==> src/rtl/fetch_queue.sv <==
// Instruction prefetch queue: issues sequential word fetches on the memory bus and
// buffers the returned words with their addresses for the decoder, with flush on redirect.
module fetch_queue #(
   parameter int SIZE  = 16,
   parameter int DEPTH = 4,
   localparam int CW   = $clog2(DEPTH + 1)
) (
   input  logic            clk,
   input  logic            rst,
   input  logic [SIZE-1:0] RST_VEC,
   input  logic            flush,
   input  logic [SIZE-1:0] flush_addr,
   output logic            fetch_req,
   output logic [SIZE-1:0] fetch_addr,
   input  logic            fetch_en,
   input  logic [SIZE-1:0] MDB_out,
   output logic            instr_valid,
   output logic [SIZE-1:0] instr,
   output logic [SIZE-1:0] instr_pc,
   input  logic            instr_ready,
   output logic [CW-1:0]   count
);

   localparam int AW = (DEPTH > 1) ? $clog2(DEPTH) : 1;

   logic [SIZE-1:0] fpc;
   logic [SIZE-1:0] inflight_addr;
   logic            inflight;
   logic [AW-1:0]   rd_ptr;
   logic [AW-1:0]   wr_ptr;
   logic [SIZE-1:0] word_mem [DEPTH];
   logic [SIZE-1:0] addr_mem [DEPTH];
   logic [CW:0]     occupancy;
   logic            issue;
   logic            push;
   logic            pop;

   // The in-flight word holds a slot, so a push can never find the queue full.
   assign occupancy  = {1'b0, count} + {{CW{1'b0}}, inflight};
   assign fetch_req  = !rst && !flush && (occupancy < (CW + 1)'(DEPTH));
   assign fetch_addr = fpc;
   assign issue      = fetch_req && fetch_en;
   assign push       = inflight && !flush;
   assign pop        = instr_valid && instr_ready && !flush;

   assign instr_valid = (count != '0);
   assign instr       = word_mem[rd_ptr];
   assign instr_pc    = addr_mem[rd_ptr];

   always_ff @(posedge clk) begin
      if (rst) begin
         fpc           <= {RST_VEC[SIZE-1:1], 1'b0};
         inflight      <= 1'b0;
         inflight_addr <= '0;
         count         <= '0;
         rd_ptr        <= '0;
         wr_ptr        <= '0;
      end else if (flush) begin
         fpc      <= {flush_addr[SIZE-1:1], 1'b0};
         inflight <= 1'b0;
         count    <= '0;
         rd_ptr   <= '0;
         wr_ptr   <= '0;
      end else begin
         inflight <= issue;
         if (issue) begin
            fpc           <= fpc + SIZE'(2);
            inflight_addr <= fpc;
         end
         if (push)
            wr_ptr <= wr_ptr + AW'(1);
         if (pop)
            rd_ptr <= rd_ptr + AW'(1);
         case ({push, pop})
            2'b10:   count <= count + CW'(1);
            2'b01:   count <= count - CW'(1);
            default: count <= count;
         endcase
      end
   end

   always_ff @(posedge clk) begin
      if (!rst && push) begin
         word_mem[wr_ptr] <= MDB_out;
         addr_mem[wr_ptr] <= inflight_addr;
      end
   end

endmodule

==> config.mk <==
export PLATFORM = sky130hd
export DESIGN_NAME = fetch_queue
export DESIGN_NICKNAME = d
export VERILOG_FILES = /design/src/rtl/fetch_queue.sv
export SDC_FILE = /design/constraint.sdc
export NUM_CORES = 1
export LEC_CHECK = 0
export BUFFER_PORTS_ARGS = -buffer_cell sky130_fd_sc_hd__buf_2
export CAP_MARGIN = 0
export CORE_MARGIN = 5
export CORE_UTILIZATION = 45
export CTS_BUF_LIST = sky130_fd_sc_hd__clkbuf_16
export DETAILED_ROUTE_END_ITERATION = 12
export PLACE_DENSITY_LB_ADDON = 0.15
export SYNTH_ARGS = -nofsm -noshare
export SYNTH_HDL_FRONTEND = slang
export SYNTH_SLANG_ARGS = --single-unit
==> constraint.sdc <==
create_clock -name clk -period 2.92 [get_ports clk]
set_input_delay 0.438 -clock clk [delete_from_list [all_inputs] [get_ports clk]]
set_output_delay 0.438 -clock clk [all_outputs]
set_load 0.01 [all_outputs]
; Word-level counts from Yosys, hierarchy flattened
; Memory sizes are Yosys's and may differ from the RTL's. A register that Yosys moved wholly into a read port is not among the register bits.
; Cells that the tools add are included.
[totals]
ff_bits = 40
latchBits = 0
mem_bits_rw = 128
mem_bits_ro = 0
in_bits = 53
wordCells = 43
mem_count = 2
[op_classes]
n_addsub = 6
multipliers = 0
n_div = 0
magnitude_cmp = 1
eq_ne = 2
shifts = 0
muxes = 10
bitwise_logic = 1
n_reduce_logical = 14
[mem_list]
columns = memory, words, width, rd, rd_ports_with_merged_regs, write_ports, line_no
row1 = addr_mem, 4, 16, 1, 1, 1, 32  ; logic [SIZE-1:0] addr_mem [DEPTH];
row2 = word_mem, 4, 16, 1, 1, 1, 31  ; logic [SIZE-1:0] word_mem [DEPTH];
[op_table]
columns = operator, n
row1 = 16-bit 2-to-1 mux, 3
row2 = "16-bit by 2-bit adder with 16-bit output, second input constant", 1
row3 = 2-bit 2-to-1 mux, 4
row4 = 1-bit logical AND, 7
row5 = 3-bit case mux with 2 select lines, 1
row6 = 3-bit nonzero test, 2
row7 = "2-bit by 1-bit adder with 2-bit output, second input constant", 2
row8 = 3-bit by 1-bit adder with 4-bit output, 1
row9 = "4-bit by 3-bit < comparator with 1-bit output, second input constant", 1
row10 = "3-bit by 1-bit adder with 3-bit output, second input constant", 1
row11 = "3-bit by 1-bit subtractor with 3-bit output, second input constant", 1
row12 = "2-bit by 1-bit equality test with 1-bit output, second input constant", 1
row13 = "2-bit equality test, second input constant", 1
row14 = 1-bit logical NOT, 2
row15 = 1-bit 2-to-1 mux, 2
row16 = 2-bit AND reduction, 1
row17 = 2-bit nonzero test, 1
row18 = 2-bit OR reduction, 1
row19 = 1-bit inverter, 1

; Longest topological paths before layout
; Gate-level depths: netlist of run 1.
[depth]
depth_word = 7
ltp_mapped = 8
depth_no_buf = 8

; Worst setup path before layout of run 1
; No wires, ideal clock.
[synth_timing]
path_kind = input -> register
start = input port rst
end = register fpc[10] (netlist: fetch_addr[10]) (enable)
setup_ps = 366
t_arrival_ps = 1947
t_required_ps = 2554
slack_ps = 607
path_stages = 7
path_buffers = 3
cell_sequence = buf_6 or2_1 buf_6 a311oi_4 nand2_4 buf_6 nand2_1
[synth_via]
elab_chain_cells = 5
[synth_rtl]
columns = item, line_no
row1 = from (decl), 9  ; input logic rst,
row2 = 1-bit logical NOT, 40  ; assign fetch_req = !rst && !flush && (occupancy < (CW + 1)'(DEPTH));
row3 = 1-bit logical AND (2 in a row), 40
row4 = 1-bit logical AND, 42  ; assign issue = fetch_req && fetch_en;
row5 = 3-bit nonzero test (no line) *, --
row6 = to (signal assigned), 52  ; fpc <= {RST_VEC[SIZE-1:1], 1'b0};
row7 = to (signal assigned), 59  ; fpc <= {flush_addr[SIZE-1:1], 1'b0};
row8 = to (signal assigned), 67  ; fpc <= fpc + SIZE'(2);
row9 = to (decl), 26  ; logic [SIZE-1:0] fpc;
; Mark *: on every way between the ends. The rest lies on a longest branch, timed or not.
; A chain may end at the register's enable or synchronous reset.

==> results.sh, run 1 <==
export IMPL_status="finished, final reports clean"
export IMPL_htreeDepth=4
export IMPL_fp_dieArea_um2=16800
export IMPL_hp_class="input port to flip-flop"
export IMPL_cts_root_buf="clkbuf_16"
export IMPL_fin_setup_tns_ns=0
export IMPL_grt_util_met1_pct=18.0
export IMPL_gp_congestion=0.815
export IMPL_post_cts_buffers=0
export IMPL_critPathArrivalTime_ns=1.97
export IMPL_hold_buffers=0
export IMPL_worstRegToRegCells=8
export IMPL_ys_seq_area_share_pct=72.4
export IMPL_vias_per_cell=5.08
export IMPL_rsz0062_at_grt="false"
export IMPL_dp_hpwl_mm=7.44
export IMPL_r2r_start="count[0]$_SDFFE_PP0P_"
export IMPL_dp_cells=648
export IMPL_dr_total_vias=3452
export IMPL_port_buffers=101
export IMPL_period_share_pct=82.6
export IMPL_clock_sinks=164
export IMPL_worstSetupStartpointType="flip-flop"
export IMPL_maxSlewViolCount=0
export IMPL_synthCells=376
export IMPL_finalSetupViolCount=0
export IMPL_period_needed_ns=2.41
export IMPL_die_w_um=130
export IMPL_final_layout_size_suffix_gt1_share_pct=35.6
export IMPL_dr_pass1_iters=4
export IMPL_hold_violations=0
export IMPL_die_h_um=130
export IMPL_crit_fanout=22
export IMPL_ir_worst_vdd_mv=0.442
export IMPL_clk_pin_slew_worst_paths_ns=0.06
export IMPL_end_kind="output pin"
export IMPL_whs_endpoint="word_mem[1][5]$_DFFE_PP_"
export IMPL_grtUsageTotal_pct=14.5
export IMPL_wirelength_mm=11.6
export IMPL_grt_use_met3_pct=5.77
export IMPL_numCtsBuffers=17
export IMPL_antenna_found_initial=0
export IMPL_ys_ff_latch=164
export IMPL_slew_headroom_pct=59.0
export IMPL_hold_path_depth=1
export IMPL_fin_nets=547
export IMPL_design_area_um2=7770
export IMPL_worst_pin_slew_ns=0.613
export IMPL_start_util_pct=46.2
export IMPL_area_growth_pct=20.3
export IMPL_fmax_mhz=415
export IMPL_powerDensity_nw_per_um2=652
export IMPL_syn_area_um2=6460
export IMPL_met2_usage_pct=23.2
export IMPL_placementRows=43
export IMPL_ioPinCount=106
export IMPL_reg2reg_slack_ns=0.76
export IMPL_grt_max_degree=32
export IMPL_finClkSkew_ns=0.00961
export IMPL_drt_iter0_markers=187
export IMPL_grt_pass1_wl_mm=18.4
export IMPL_ctsResizeCount=0
export IMPL_grt_overflow_total=0
export IMPL_tritoncts="yes"
export IMPL_cts_path_max_buffers=2
export IMPL_criticalPathCategory="flip-flop to output pin"
export IMPL_drv_cap=0
export IMPL_yosysUniqueCellTypes=36
export IMPL_synth_warnings=0
export IMPL_drc=0
export IMPL_grt_pass1_vias=3717
export IMPL_hold_start="MDB_out[5]"
export IMPL_coreArea_um2=14000
export IMPL_place_area_um2=7160
export IMPL_detail_route_wl_per_cell_um=17.0
export IMPL_fin_cells=680
export IMPL_syn_mean_instance_area_um2=17.2
export IMPL_fillers=1146
export IMPL_grt_busiest_layer="met2"
export IMPL_clkLatencyLatePin_ns=0.42
export IMPL_antennaDiodeCount=0
export IMPL_antenna_left=0
export IMPL_cp_required_ns=2.48
export IMPL_r2r_end="count[2]$_SDFFE_PP0P_"
export IMPL_power_leakage_nw=2.72
[worst max-delay path, cell delays in order (launching register included)]
cell and delay, ns:
dfxtp_2 0.57, buf_12 0.27, mux4_2 0.54, buf_2 0.16
[layout make-up]
cell class | instances | area, um2 | share of cell area (%)
Inverter | 7 | 26.3 | 0.338
Timing Repair Buffer | 111 | 593 | 7.64
Sequential cell | 164 | 4680 | 60.2
Multi-Input combinational cell | 186 | 1640 | 21.2
Clock buffer | 17 | 425 | 5.48
Tap cell | 180 | 225 | 2.90
Clock inverter | 15 | 178 | 2.29
[where the power goes]
part / switching, W / internal (W) / leakage [nW]
Sequential: 0.0000478 / 0.00258 / 1.49
Combinational: 0.000110 / 0.0000910 / 0.943
Clock: 0.000885 / 0.00135 / 0.291
[synth_stat cells (all sizes together)]
cell	instances	share of area, %
mux4	31	11
a21oi	23	1.8
nor2b	1	0.097
o221ai	1	0.14
or3	2	0.19
and3b	1	0.14
mux2i	2	0.31
ha	6	1.2
a22oi	6	0.70
conb	1	0.058
or2	1	0.097
nand2b	1	0.097
edfxtp	139	65
nand3	20	1.5
xnor2	5	0.68
nor2	13	0.76
mux2	1	0.17
inv	7	0.41
buf	11	1.3
clkbuf	9	0.52
dfxtp	25	7.7
nand4	1	0.097
o22ai	2	0.19
o221a	1	0.17
nand2	30	1.9
xor2	12	1.6
and4	3	0.41
a311oi	1	0.41
fa	1	0.31
and3	6	0.58
o21ai	13	1.0
[per-layer routing]
| metal | vias up | wire length [um] | part of all wire [%] |
|---|---|---|---|
| met5 | - | 0 | 0 |
| met4 | 0 | 79 | 0.68 |
| met3 | 9 | 798 | 6.9 |
| met2 | 105 | 5590 | 48 |
| met1 | 1658 | 5100 | 44 |
| li1 | 1680 | - | - |
[worst max path at each step]
| stage | start | end | slack (ns) | cells past startpoint |
|---|---|---|---|---|
| after floorplan | rst | fetch_addr[10]$_DFFE_PP_ | 0.61 | 7 |
| after global placement | flush | count[2]$_SDFFE_PP0P_ | 0.70 | 8 |
| after detailed placement | flush | count[2]$_SDFFE_PP0P_ | 0.64 | 8 |
| after CTS | flip-flop | instr_pc[13] | 0.43 | 3 |
| after global routing | flip-flop | instr_pc[13] | 0.36 | 3 |
| final | flip-flop | instr[15] | 0.51 | 3 |
[logic make-up after synthesis]
family	Yosys count	synth area share (%)
mux	34	11.3
buf+inv	27	2.23
compound gates	47	4.40
fa+ha+maj	7	1.47
other cells	1	0.0581
xor+xnor	17	2.31
simple gates	79	5.87
flops	164	72.4
[layout by cell type, fill, tap and decap left out, types with 2 or more instances in the layout]
| cell type | Yosys | routed |
|---|---|---|
| mux2i_1 | 2 | 2 |
| edfxtp_1 | 139 | 139 |
| a21oi_1 | 23 | 23 |
| ha_1 | 6 | 6 |
| bufinv_16 | 0 | 3 |
| o21ai_0 | 13 | 13 |
| or3_1 | 2 | 2 |
| xnor2_1 | 5 | 5 |
| and3_1 | 6 | 6 |
| clkinv_1 | 0 | 2 |
| a22oi_1 | 6 | 6 |
| nand3_1 | 20 | 20 |
| nand2_1 | 29 | 29 |
| nor2_1 | 13 | 13 |
| buf_4 | 2 | 9 |
| clkinvlp_4 | 0 | 2 |
| conb_1 | 1 | 2 |
| mux4_2 | 31 | 31 |
| and4_1 | 3 | 3 |
| inv_6 | 0 | 4 |
| buf_2 | 4 | 101 |
| clkbuf_16 | 0 | 17 |
| o22ai_1 | 2 | 2 |
| inv_1 | 6 | 6 |
| dfxtp_1 | 25 | 24 |
| xor2_1 | 12 | 12 |
| clkinv_2 | 0 | 2 |
[per-stage QoR]
| step | hold WS [ns] | total power, W | utilization [%] | worst slack, ns |
|---|---|---|---|---|
| 6_report | 0.231 | 0.00506 | 55.5 | 0.509 |
| 5_1_grt | 0.212 | 0.00525 | 55.5 | 0.355 |
| 4_1_cts | 0.213 | 0.00512 | 55.5 | 0.429 |
| 3_5_place_dp | 0.491 | 0.00288 | 51.2 | 0.638 |
| 3_3_place_gp | 0.480 | 0.00287 | 51.2 | 0.699 |
| 2_1_floorplan | 0.460 | 0.00278 | - | 0.607 |
[registers in the layout, indices dropped and copies added, names as in the netlist, named ones only]
register and count:
inflight 1, fetch_addr 15, wr_ptr 2, addr_mem 60, inflight_addr 15, count 3
word_mem 64, rd_ptr 2
Note: power is estimated with default switching activity, not from simulation.
==> run 2, diff against run 1 <==
Settings changed: ABC_AREA from default to 1.
Clock period 2.92 ns to 2 ns, I/O delays scaled along.
==> run 2 against run 1 <==
Effect of this change:
- setup slack worse by 0.38 ns
- first-iteration DRC count up 11%
- sequential power is 46% higher
- critical path type unchanged
- critical endpoint is now instr[10]
- largest cell class unchanged
- largest power group unchanged
==> results.sh, run 2 <==
export IMPL_hold_violations=0
export IMPL_antennaDiodeCount=0
export IMPL_fillers=1256
export IMPL_p_switching_w=0.00154
export IMPL_crit_fanout=48
export IMPL_cts_path_max_buffers=2
export IMPL_slew_headroom_pct=61.3
export IMPL_grt_max_degree=49
export IMPL_grt_overflow_total=0
export IMPL_tritoncts="yes"
export IMPL_fp_dieArea_um2=17400
export IMPL_drv_cap=0
export IMPL_max_stage_delay_ns=0.37
export IMPL_end_kind="output pin"
export IMPL_finalSetupViolCount=0
export IMPL_period_needed_ns=1.87
export IMPL_maxSlewViolCount=0
export IMPL_yosysMostFrequentCell="edfxtp_1"
export IMPL_dp_cells=858
export IMPL_dp_hpwl_mm=9.19
export IMPL_path_delay_family="buffers and inverters"
export IMPL_area_growth_pct=21.1
export IMPL_die_w_um=132
export IMPL_period_share_pct=93.3
export IMPL_swShare_pct=21.2
export IMPL_start_util_pct=46.0
export IMPL_fmax_mhz=536
export IMPL_ys_seq_area_share_pct=69.9
export IMPL_finClkSkew_ns=0.00718
export IMPL_placementRows=44
export IMPL_p_int_w=0.00572
export IMPL_synth_top_area_cell="edfxtp_1"
export IMPL_pwr_share_clk_pct=42.4
export IMPL_clkLatencyLatePin_ns=0.42
export IMPL_numCtsBuffers=17
export IMPL_synthCells=583
export IMPL_synthTopCellsByArea="edfxtp_1, dfxtp_1, o21ai_0, nor2_1, nand2_1"
export IMPL_worstSetupStartpointType="flip-flop"
export IMPL_worstPathCellList="clkinv_1, buf_12, o21ai_0, o22ai_1, buf_2"
export IMPL_syn_mean_instance_area_um2=11.5
export IMPL_slowest_stage="dfxtp_2"
export IMPL_largest_register="word_mem"
export IMPL_final_cell_mix="edfxtp_1, buf_2, nand2_1, nor2_1, o21ai_0"
export IMPL_ir_worst_vdd_mv=0.679
export IMPL_yosysTopAreaCellShare_pct=62.4
export IMPL_path_depth=5
export IMPL_synth_edf_count=139
export IMPL_ys_ff_latch=164
export IMPL_grt_pass1_wl_mm=23.2
export IMPL_htreeDepth=4
export IMPL_grtUsageTotal_pct=16.8
export IMPL_synth_commonest_cells="edfxtp_1, nor2_1, nand2_1"
export IMPL_cp_required_ns=1.70
export IMPL_r2r_end="count[2]$_SDFFE_PP0P_"
export IMPL_die_h_um=132
export IMPL_ioPinCount=106
export IMPL_hp_class="input port to flip-flop"
export IMPL_antenna_left=0
export IMPL_drt_iter0_markers=208
export IMPL_biggestRegsByFlops="word_mem: 64 flops, addr_mem: 60 flops"
export IMPL_seqPwrFrac_pct=52.9
export IMPL_cts_root_buf="clkbuf_16"
export IMPL_pre_cts_ws_ns=0.161
export IMPL_synth_warnings=0
export IMPL_clk_pin_slew_worst_paths_ns=0.06
export IMPL_final_layout_size_suffix_gt1_share_pct=23.5
export IMPL_port_buffers=101
export IMPL_antenna_found_initial=0
export IMPL_grt_pass1_vias=4510
export IMPL_detail_route_wl_per_cell_um=15.9
export IMPL_crit_end="instr[10]"
export IMPL_vias_per_cell=5.13
export IMPL_reg2reg_slack_ns=0.23
export IMPL_yosysUniqueCellTypes=29
export IMPL_powerDensity_nw_per_um2=897
export IMPL_dr_pass1_iters=4
export IMPL_critPathArrivalTime_ns=1.57
export IMPL_r2r_start="count[2]$_SDFFE_PP0P_"
export IMPL_gp_congestion=0.814
export IMPL_ys_async_sr_fraction_pct=0
export IMPL_wirelength_mm=14.2
export IMPL_worst_pin_slew_ns=0.580
export IMPL_p_comb_share_pct=4.8
export IMPL_worstRegToRegCells=11
export IMPL_power_leakage_nw=3.13
export IMPL_fin_cells=890
export IMPL_drc=0
export IMPL_design_area_um2=8100
export IMPL_setup_slack_ns=0.133
export IMPL_cp_num_buf_inv=3
export IMPL_coreArea_um2=14500
export IMPL_final_common_cell="edfxtp_1"
export IMPL_final_core_util_pct=55.7
export IMPL_clock_sinks=164
export IMPL_syn_area_um2=6690
export IMPL_largest_reg_flops=64
export IMPL_place_area_um2=7520
export IMPL_rsz0062_at_grt="false"
export IMPL_hold_slack_ns=0.0978
export IMPL_synthFlopType="edfxtp_1"
export IMPL_dr_total_vias=4563
export IMPL_status="finished, final reports clean"
export IMPL_fin_nets=753
export IMPL_criticalPathCategory="flip-flop to output pin"
## run 2: cell types whose count changed after synthesis, moves of 10 or more
| cell | change |
|---|---|
| xor2_1 | -10 |
| o22ai_1 | +29 |
| nand2_1 | +57 |
| nor2_1 | +77 |
| mux4_2 | -31 |
| o21ai_0 | +66 |
| inv_1 | +15 |
## run 2: worst min path at each step
stage                                             start                   endpoint  depth (start not counted)
final                                        MDB_out[3]   word_mem[3][3]$_DFFE_PP_                          1
after global routing                        MDB_out[13]  word_mem[1][13]$_DFFE_PP_                          1
after CTS                                   MDB_out[15]  word_mem[2][15]$_DFFE_PP_                          1
after detailed placement  inflight_addr[2]$_SDFFE_PP0P_   addr_mem[0][2]$_DFFE_PP_                          0
after global placement           rd_ptr[1]$_SDFFE_PP0P_     rd_ptr[1]$_SDFFE_PP0P_                          2
after floorplan                              MDB_out[0]   word_mem[0][0]$_DFFE_PP_                          0
## run 2: cell type report
cell class | count | area [um2] | share of cell area [%]
flip-flops and latches | 164 | 4680 | 57.8
multi-input cells | 364 | 1790 | 22.2
repair buffers | 121 | 731 | 9.03
clock buffers | 17 | 425 | 5.26
well taps | 184 | 230 | 2.84
clock inverters | 15 | 141 | 1.75
inverters | 25 | 93.8 | 1.16
## run 2: repair_timing
action | in CTS | in global routing
setup buffers | 0 | 0
endpoints found under the setup margin | 0 | 6
resized for setup | 0 | 10
hold buffers | 0 | 0
## run 2: metrics by stage
stage / power [W] / TNS [ns]
floorplan: 0.00409 / -55.07
global placement: 0.00425 / 0
detailed placement: 0.00426 / 0
CTS: 0.00734 / 0
global route: 0.00752 / 0
finish: 0.00726 / 0
## run 2: power by group through the flow
stage	Clock (W)	Combinational (W)	Sequential [W]
final	0.00308	0.000346	0.00384
after floorplan	0	0.000184	0.00391
after CTS	0.00315	0.000349	0.00384
after global placement	0	0.000338	0.00391
after global routing	0.00328	0.000392	0.00385
after detailed placement	0	0.000347	0.00391
## run 2: logic make-up (layout without fill, tap and decap cells)
logic type / Yosys count / in the layout / synth area share, %
AOI/OAI and AO/OA: 147 / 147 / 11.6
xor gates and xnor gates: 3 / 3 / 0.393
adders and majority gates: 7 / 7 / 1.42
buffers and inverters: 56 / 178 / 3.80
DFF: 164 / 164 / 69.9
other: 1 / 2 / 0.0561
and+or+nand+nor: 205 / 205 / 12.8
## run 2: metal layers
layer | vias up | share of wire (%) | global-route usage, %
li1 | 2296 | - | -
met1 | 2128 | 46 | 21.8
met2 | 122 | 47 | 26.8
met3 | 17 | 5.3 | 4.92
met4 | 0 | 1.4 | 6.29
met5 | - | 0 | 0
==> run 3, diff against run 2 <==
Settings changed: CORE_ASPECT_RATIO from default to 1.4.
Clock period 2 ns to 1.7 ns, I/O delays scaled along.
==> run 3 against run 2 <==
Effect of this change:
- largest cell class unchanged
- critical path type unchanged
- combinational power rose by 30%
- sequential power up 17%
- first-iteration DRC count up 12%
- flip-flop and latch count is the same
- via count grew 6.0%
- sequential share of layout area down 5.3 points
- cell area grew 10%
- the flow now finishes with violations (setup timing)
- critical endpoint is now instr_pc[9]
==> results.sh, run 3 (synthesized netlist as in run 2, its figures left out) <==
export IMPL_status="complete, but fails checks"
export IMPL_violations="setup timing"
export IMPL_crit_fanout=5
export IMPL_numCtsBuffers=17
export IMPL_final_core_util_pct=61.6
export IMPL_area_growth_pct=33.6
export IMPL_clk_pin_slew_worst_paths_ns=0.06
export IMPL_slowest_stage="dfxtp_4"
export IMPL_ir_worst_vdd_mv=0.711
export IMPL_wirelength_mm=16.2
export IMPL_final_layout_size_suffix_gt1_share_pct=35.7
export IMPL_die_w_um=113
export IMPL_detail_route_wl_per_cell_um=17.6
export IMPL_finClkSkew_ns=0.00516
export IMPL_place_area_um2=7670
export IMPL_cts_path_max_buffers=2
export IMPL_cp_num_buf_inv=3
export IMPL_worstPathCellList="buf_12, clkbuf_16, nor2_1, o22ai_1, buf_2"
export IMPL_dr_pass1_iters=4
export IMPL_hold_violations=0
export IMPL_coreArea_um2=14500
export IMPL_worstSetupStartpointType="flip-flop"
export IMPL_finalSetupViolCount=31
export IMPL_drc=0
export IMPL_clock_sinks=164
export IMPL_grtUsageTotal_pct=18.4
export IMPL_htreeDepth=4
export IMPL_grt_max_degree=37
export IMPL_fin_nets=781
export IMPL_largest_register="word_mem"
export IMPL_antennaDiodeCount=0
export IMPL_criticalPathCategory="flip-flop to output pin"
export IMPL_ioPinCount=106
export IMPL_pre_cts_ws_ns=0.0291
export IMPL_period_share_pct=109
export IMPL_reg2reg_slack_ns=0.06
export IMPL_period_needed_ns=1.85
export IMPL_setup_slack_ns=-0.148
export IMPL_placementRows=52
export IMPL_dp_cells=877
export IMPL_grt_util_met1_pct=21.3
export IMPL_grt_pass1_vias=4962
export IMPL_tritoncts="yes"
export IMPL_drt_iter0_markers=232
export IMPL_vias_per_cell=5.24
export IMPL_antenna_found_initial=0
export IMPL_max_stage_delay_ns=0.47
export IMPL_drv_cap=0
export IMPL_design_area_um2=8930
export IMPL_antenna_left=0
export IMPL_grt_overflow_total=0
export IMPL_largest_reg_flops=64
export IMPL_cp_required_ns=1.44
export IMPL_powerDensity_nw_per_um2=999
export IMPL_dr_total_vias=4837
export IMPL_fmax_mhz=541
export IMPL_grt_busiest_layer="met2"
export IMPL_port_buffers=101
export IMPL_fillers=1153
export IMPL_grt_use_met3_pct=5.08
export IMPL_dp_hpwl_mm=9.72
export IMPL_fp_dieArea_um2=17400
export IMPL_fin_cells=923
export IMPL_clkLatencyLatePin_ns=0.42
export IMPL_final_common_cell="edfxtp_1"
export IMPL_hp_class="input port to flip-flop"
export IMPL_critPathArrivalTime_ns=1.59
export IMPL_path_delay_family="buffers and inverters"
export IMPL_cts_root_buf="clkbuf_16"
export IMPL_power_leakage_nw=3.47
export IMPL_biggestRegsByFlops="word_mem: 64 flops, addr_mem: 60 flops"
export IMPL_end_kind="output pin"
export IMPL_maxSlewViolCount=0
export IMPL_met2_usage_pct=32.6
export IMPL_rsz0062_at_grt="true"
export IMPL_die_h_um=154
export IMPL_grt_pass1_wl_mm=25.0
export IMPL_final_cell_mix="edfxtp_1, buf_2, nand2_1"
export IMPL_gp_congestion=0.800
export IMPL_start_util_pct=46.1
[run 3: cell count changes in the layout (fill, tap and decap cells not counted), sizes merged]
cell | before | now
clkinv | 14 | 8
buf | 121 | 145
bufinv | 2 | 3
inv | 22 | 29
clkbuf | 17 | 21
clkinvlp | 2 | 0
[run 3: final timing paths]
| check | startpoint | to | depth (start not counted) |
|---|---|---|---|
| worst min-delay path | MDB_out[0] | word_mem[3][0]$_DFFE_PP_ | 1 |
| worst max register to register | count[0]$_SDFFE_PP0P_ | count[2]$_SDFFE_PP0P_ | 11 |
| worst max-delay path | flip-flop | instr_pc[9] | 5 |
| worst min register to register | rd_ptr[1]$_SDFFE_PP0P_ | flip-flop | 2 |
[run 3: power breakdown]
group	internal (W)	switching (W)	total, W	leakage [nW]
logic	0.000187	0.000262	0.000449	1.61
registers	0.00443	0.0000780	0.00450	1.55
clock network	0.00236	0.00161	0.00397	0.307
[run 3: worst register-to-register path, cell delays in order, from the launching register on]
cell and delay, ns:
dfxtp_2 0.36, inv_4 0.05, nand3_2 0.07, nand3_2 0.07, inv_2 0.07, ha_4 0.12, inv_2 0.04, fa_2 0.36
a21oi_2 0.12, o21ai_1 0.08, xor2_1 0.14, nor2_1 0.09
[run 3: metal layers]
metal	up-vias	wire length [um]
li1	2352	-
met1	2313	6240
met2	149	8750
met3	23	1010
met4	0	243
met5	-	0
[run 3: repair_timing]
action                                 4_1_cts  5_1_grt
endpoints found under the hold margin        0        0
setup endpoints to repair                   31       36
gates cloned                                 3        4
pin swaps                                    7       21
buffers inserted                             3        4
hold buffers                                 0        0
resized for setup                           65       80
[run 3: cell type report]
cell class              count  area (um2)  share of cell area (%)
multi-input cells         364        2080                    23.3
inverters                  25         108                    1.20
clock buffers              17         425                    4.76
repair buffers            149        1200                    13.4
flip-flops and latches    164        4690                    52.5
well taps                 189         236                    2.65
clock inverters            15         196                    2.20
[run 3: metrics by stage]
stage / hold WS [ns] / total power [W] / setup TNS (ns)
floorplan: 0.354 / 0.00481 / -29.09
global placement: 0.449 / 0.00502 / 0
detailed placement: 0.465 / 0.00503 / 0
CTS: 0.0312 / 0.00898 / -2.31
global route: 0.0290 / 0.00923 / -4.58
finish: 0.0477 / 0.00892 / -2.41
